<file path="src/rtl/fp_pkg.sv">
// Shared single-precision constants and the normalize-to-round stage payload.
// Used by fp_norm_round and the fp_adder/fp_sub/fp_madd/fp_msub datapaths.
package fp_pkg;

    localparam int          EXP_BIAS  = 127;
    localparam logic [7:0]  EXP_INF   = 8'hFF;
    localparam logic [22:0] QNAN_MANT = 23'h400000;

    // Wide enough for a 10-bit signed input exponent plus carry and a 26-bit left shift
    localparam int NEXP_W = 12;

    typedef struct packed {
        logic              sign;
        logic [NEXP_W-1:0] exp;
        logic [23:0]       sig;
        logic              g;
        logic              r;
        logic              s;
        logic              nan;
        logic              inf;
        logic              zero;
        logic              tiny;
    } norm_t;

endpackage

</file>
<file path="src/rtl/fp_lzc.sv">
// Combinational leading-zero counter over a 27-bit mantissa window.
// An all-zero input reports 27.
module fp_lzc (
    input  logic [26:0] din,
    output logic [4:0]  cnt
);

    always_comb begin
        cnt = 5'd27;
        // Scanning upward lets the highest set bit win
        for (int i = 0; i < 27; i++) begin
            if (din[i]) begin
                cnt = 5'(26 - i);
            end
        end
    end

endmodule

</file>
<file path="src/rtl/fp_norm_round.sv">
// Two-stage normalize / round-to-nearest-even unit feeding fp_pack.
// Define FP_DENORM_EN for gradual underflow; otherwise tiny results flush to zero.
module fp_norm_round
    import fp_pkg::*;
#(
    parameter int EXP_W  = 10,
    parameter int MANT_W = 28
) (
    input  logic              clk,
    input  logic              rst_n,
    input  logic              in_valid,
    output logic              in_ready,
    input  logic              in_sign,
    input  logic [EXP_W-1:0]  in_exp,
    input  logic [MANT_W-1:0] in_mant,
    input  logic              in_nan,
    input  logic              in_inf,
    output logic              out_valid,
    input  logic              out_ready,
    output logic              out_sign,
    output logic [7:0]        out_exp,
    output logic [22:0]       out_mant,
    output logic              out_overflow,
    output logic              out_underflow,
    output logic              out_inexact
);

    logic               s1_valid_reg;
    norm_t              s1_reg;
    logic               s2_valid_reg;
    logic               s2_ready;

    norm_t              n_next;
    logic [4:0]         lz;
    logic [26:0]        lshift;
    logic signed [NEXP_W-1:0] exp_ext;
    logic signed [NEXP_W-1:0] norm_exp;
    logic [26:0]        sig27;

`ifdef FP_DENORM_EN
    logic signed [NEXP_W-1:0] dist;
    logic [4:0]         sh;
    logic [26:0]        mask;
    logic [26:0]        rshift;
`endif

    assign s2_ready  = !s2_valid_reg || out_ready;
    assign in_ready  = !s1_valid_reg || s2_ready;
    assign out_valid = s2_valid_reg;

    assign exp_ext = {{(NEXP_W-EXP_W){in_exp[EXP_W-1]}}, in_exp};
    assign lshift  = in_mant[26:0] << lz;

    fp_lzc u_lzc (
        .din (in_mant[26:0]),
        .cnt (lz)
    );

    // Stage 1: normalize into {sig, G, R, S}
    always_comb begin
        n_next      = '0;
        norm_exp    = '0;
        sig27       = '0;
`ifdef FP_DENORM_EN
        dist        = '0;
        sh          = '0;
        mask        = '0;
        rshift      = '0;
`endif
        n_next.sign = in_sign;
        n_next.nan  = in_nan;
        n_next.inf  = in_inf && !in_nan;
        if (!in_nan && !in_inf) begin
            if (in_mant == '0) begin
                n_next.zero = 1'b1;
            end else begin
                if (in_mant[27]) begin
                    norm_exp = exp_ext + NEXP_W'(1);
                    sig27    = {in_mant[27:2], |in_mant[1:0]};
                end else begin
                    norm_exp = exp_ext - NEXP_W'(lz);
                    sig27    = lshift;
                end
                if (norm_exp <= 0) begin
`ifdef FP_DENORM_EN
                    // Denormalize: every bit pushed past S stays visible as sticky
                    dist     = NEXP_W'(1) - norm_exp;
                    sh       = (dist > 27) ? 5'd27 : dist[4:0];
                    mask     = (27'd1 << sh) - 27'd1;
                    rshift   = sig27 >> sh;
                    sig27    = {rshift[26:1], rshift[0] | (|(sig27 & mask))};
                    norm_exp = '0;
                    n_next.tiny = 1'b1;
`else
                    n_next.zero = 1'b1;
                    n_next.tiny = 1'b1;
`endif
                end
                n_next.exp = norm_exp;
                {n_next.sig, n_next.g, n_next.r, n_next.s} = sig27;
            end
        end
    end

    always_ff @(posedge clk) begin
        if (!rst_n) begin
            s1_valid_reg <= 1'b0;
            s1_reg       <= '0;
        end else if (in_ready) begin
            s1_valid_reg <= in_valid;
            if (in_valid) begin
                s1_reg <= n_next;
            end
        end
    end

    // Stage 2: round to nearest even and classify
    logic               round_up;
    logic               inexact;
    logic [24:0]        sum;
    logic [NEXP_W-1:0]  rexp;
    logic               r_sign;
    logic [7:0]         r_exp;
    logic [22:0]        r_mant;
    logic               r_ovf;
    logic               r_uf;
    logic               r_inx;

    assign round_up = s1_reg.g & (s1_reg.r | s1_reg.s | s1_reg.sig[0]);
    assign inexact  = s1_reg.g | s1_reg.r | s1_reg.s;
    assign sum      = {1'b0, s1_reg.sig} + {24'd0, round_up};
    // A subnormal that rounds up into the hidden bit becomes the smallest normal
    assign rexp     = s1_reg.exp + NEXP_W'(sum[24])
                    + NEXP_W'((s1_reg.exp == '0) && sum[23]);

    always_comb begin
        r_sign = s1_reg.sign;
        r_exp  = 8'd0;
        r_mant = 23'd0;
        r_ovf  = 1'b0;
        r_uf   = 1'b0;
        r_inx  = 1'b0;
        if (s1_reg.nan) begin
            r_sign = 1'b0;
            r_exp  = EXP_INF;
            r_mant = QNAN_MANT;
        end else if (s1_reg.inf) begin
            r_exp  = EXP_INF;
        end else if (s1_reg.zero) begin
            r_uf   = s1_reg.tiny;
            r_inx  = s1_reg.tiny;
        end else if (rexp > NEXP_W'(2 * EXP_BIAS)) begin
            r_exp  = EXP_INF;
            r_ovf  = 1'b1;
            r_inx  = 1'b1;
        end else begin
            r_exp  = rexp[7:0];
            r_mant = sum[22:0];
            r_inx  = inexact;
            r_uf   = inexact & s1_reg.tiny;
        end
    end

    always_ff @(posedge clk) begin
        if (!rst_n) begin
            s2_valid_reg  <= 1'b0;
            out_sign      <= 1'b0;
            out_exp       <= 8'd0;
            out_mant      <= 23'd0;
            out_overflow  <= 1'b0;
            out_underflow <= 1'b0;
            out_inexact   <= 1'b0;
        end else if (s2_ready) begin
            s2_valid_reg <= s1_valid_reg;
            if (s1_valid_reg) begin
                out_sign      <= r_sign;
                out_exp       <= r_exp;
                out_mant      <= r_mant;
                out_overflow  <= r_ovf;
                out_underflow <= r_uf;
                out_inexact   <= r_inx;
            end
        end
    end

endmodule

</file>
<file path="config.mk">
export PLATFORM = sky130hd
export DESIGN_NAME = fp_norm_round
export DESIGN_NICKNAME = d
export VERILOG_FILES = /design/src/rtl/fp_pkg.sv /design/src/rtl/fp_lzc.sv /design/src/rtl/fp_norm_round.sv
export SDC_FILE = /design/constraint.sdc
export NUM_CORES = 1
export LEC_CHECK = 0
export BUFFER_PORTS_ARGS = -buffer_cell sky130_fd_sc_hd__buf_2
export CORE_ASPECT_RATIO = 1.1
export CORE_MARGIN = 5
export CORE_UTILIZATION = 50
export DETAILED_ROUTE_END_ITERATION = 8
export GPL_TIMING_DRIVEN = 1
export MAX_ROUTING_LAYER = met4
export PLACE_DENSITY = 0.74
export SKIP_CTS_REPAIR_TIMING = 1
export SLEW_MARGIN = 20
export SYNTH_ARGS = -nofsm -noshare
export SYNTH_HDL_FRONTEND = slang
export SYNTH_SLANG_ARGS = --single-unit
</file>
<file path="constraint.sdc">
create_clock -name clk -period 5.09 [get_ports clk]
set_clock_uncertainty 0.15 [all_clocks]
set_input_delay 0.509 -clock clk [delete_from_list [all_inputs] [get_ports clk]]
set_output_delay 0.509 -clock clk [all_outputs]
set_load 0.01 [all_outputs]
</file>
==> results_dict.tcl <==
set metrics [dict create \
    wl_met1_mm 8.64 \
    grt_max_degree 54 \
    synth_top_area_share_pct 26.8 \
    layout-area-overhead-vs-synth_pct 12.2 \
    setup_tns_ps 0 \
    largest_reg_flops 43 \
    initial_core_util_pct 51.6 \
    grt_first_pass_wirelength_mm 30.7 \
    cts_buffer_depth 2 \
    rrSetupSlack_ps 510 \
    cts_root_buffer "clkbuf_16" \
    cap_viol_max_count 0 \
    status "finished, final reports clean" \
    crit_path_cell_trace "buf_2 -> nand2b_1 -> a221oi_1 -> o31ai_1 -> a2111oi_2 -> o21ai_2 -> inv_2 -> ha_1 -> nand2_1 -> inv_1 -> ha_1 -> a211oi_1 -> o21bai_1 -> a2111oi_2 -> o31ai_1 -> a21oi_1 -> xnor2_1 -> nor4_1 -> nor3_1 -> o41ai_1" \
    die_h_um 125 \
    drv_slew 0 \
    avgSynthCellArea_um2 7.76 \
    cts_sinks 80 \
    dr_wl_met2_mm 8.62 \
    dp.final_hpwl_mm 14.7 \
    synth_area_leader_cell "dfxtp_1" \
    antenna_found_initial 0 \
    max_stage_delay_ps 480 \
    synthFlopType "dfxtp_1" \
    initialDrtViolationCount 634 \
    grt_pass1_vias 5768 \
    worstSetupStartpointType "input pin" \
    p_leak_uw 0.00280 \
    die_w_um 114 \
    critPathMaxFanout 8 \
    synth_area_leaders "dfxtp_1 27%, mux2i_1 6.9%, nor2_1 6.3%, a22oi_1 5.9%, nand2_1 4.3%" \
    cts_tree "built" \
    drc 0 \
    vias 6184 \
    setup_viol 0 \
    cts_buffers 9 \
    place_ws_ps 40.0 \
    ys_types 75 \
    wl_met3_mm 1.33 \
    core_um2 11600 \
    row_count 41 \
    synthesis.nets 831 \
    critPathRequiredTime_ps 5170 \
    synth_seq_cells 80 \
    clock_latency_ps 330 \
    io_pins 82 \
    overflow 0 \
    post-route-min-period_ps 4600 \
    synth-edff-count 0 \
    port_buffers 81 \
    tightest_slew_ps 1060 \
    top_layer "met4" \
    slowest_stage "a2111oi_2" \
    syn_inst 770 \
    end_kind "flip-flop" \
    postLayoutSetupSlackWorst_ps 485 \
    gp_congestion 0.988 \
    yosys.cell_count.top_type "nor2_1" \
    grt_usage_pct 27.3 \
    drive_gt1_share_pct 18.6 \
    worstPathArrival_ps 4690 \
    syn_area_um2 5980 \
    first_pass_iters 5 \
    synth_seq_area_share_pct 26.8 \
    synthArstFlopShare_pct 0 \
    relSlewSlack_pct 29.6 \
    path_class "in2reg" \
    peakVddDrop_v 0.000250 \
    fmax_ghz 0.217 \
    rsz0062_at_grt "false" \
    power_density_nw_per_um2 245 \
    hold_viol 0 \
    netlist_top_cells_count "100 x nor2_1, 80 x dfxtp_1, 69 x nand2_1" \
    critPathBufInv 3 \
    viasPerCell 6.33 \
    diodes 0 \
    clk_pin_slew_ps 60 \
    min_path_type "reg2reg" \
    ant_nets 0 \
    wl_mm 19.3 \
    h-tree-depth 3 \
    fin_crit_sh_pct 90.5 \
    nets 885 \
    post_drt_wl_per_cell_um 19.7 \
    ys.warnings.count 0 \
    die_area_um2 14200 \
    cpLargestDelayFamily "compound AO/OA/AOI/OAI gates" \
]
-- per-layer routing --
metal  vias to the layer above  global-route usage (%)
li1                       2951                       -
met3                        55                    3.30
met2                       284                    40.0
met1                      2894                    37.7
met4                         0                    11.6
met5                         -                       -
-- worst reg2reg max path: cells and delay by family (launching register included) --
| family | cells | cell delay, ps |
|---|---|---|
| fa+ha+maj | 2 | 650 |
| simple gates | 11 | 1870 |
| flops | 1 | 450 |
| compound gates | 3 | 1000 |
| xor+xnor | 2 | 300 |
-- where the power goes --
part           switching, uW  internal (uW)  leakage [uW]
logic                    255            149       0.00202
clock network            236            335      0.000130
registers               20.5            647      0.000649
total                    511           1130       0.00280
-- logic make-up (layout without fill, tap and decap cells) --
kind of cell / after synthesis / after routing / share of synthesized area (%)
XOR/XNOR: 39 / 39 / 5.71
AO/OA/AOI/OAI: 220 / 220 / 26.2
multiplexers: 53 / 53 / 9.27
buffers and inverters: 78 / 135 / 5.94
flip-flops: 80 / 80 / 26.8
adder cells (fa/ha/maj): 16 / 16 / 3.60
AND/OR/NAND/NOR: 284 / 284 / 22.5
-- worst paths after layout --
path / from / endpoint / cells past startpoint
worst max register to register: s1_reg[9] / out_underflow / 18
worst min-delay path: out_underflow / out_underflow / 2
worst min register to register: out_underflow / out_underflow / 2
worst max-delay path: in_mant[1] / s1_reg[1] / 20
-- cell usage in the layout (no fill, tap or decap), types with 8 or more instances in the layout --
cell	Yosys	final
buf_2	14	81
mux2_2	8	8
nand4_1	12	12
a221oi_1	9	9
dfxtp_1	80	80
nand2_1	69	69
buf_4	2	18
nor3_1	17	17
nand3_1	23	23
xor2_1	17	17
nor4_1	12	11
nor2_1	100	100
inv_1	19	19
ha_1	14	14
and2_1	8	8
o21ai_1	10	10
clkbuf_16	0	9
a21oi_1	41	41
xnor2_1	22	22
o21ai_0	34	34
mux2i_1	41	41
a22oi_1	47	47
-- layout make-up --
class	count	area (um^2)
repair buffers	99	541
clock buffers	10	239
multi-input cells	612	4030
inverters	22	82.6
flip-flops and latches	80	1600
fillers	1111	4890
clock inverters	4	22.5
well taps	150	188
-- stage by stage --
stage | std cells | utilization, % | hold slack [ps] | power [uW] | instance area, um^2
6_report | 977 | 57.8 | 299 | 1640 | 6710
5_1_grt | 977 | 57.8 | 330 | 1710 | 6710
4_1_cts | 977 | 57.8 | 302 | 1640 | 6700
3_5_place_dp | 963 | 55.5 | 293 | 1070 | 6440
3_3_place_gp | 963 | 55.5 | 288 | 1070 | 6440
2_1_floorplan | 770 | - | 282 | 951 | 5980
Note: power is estimated with default switching activity, not from simulation.
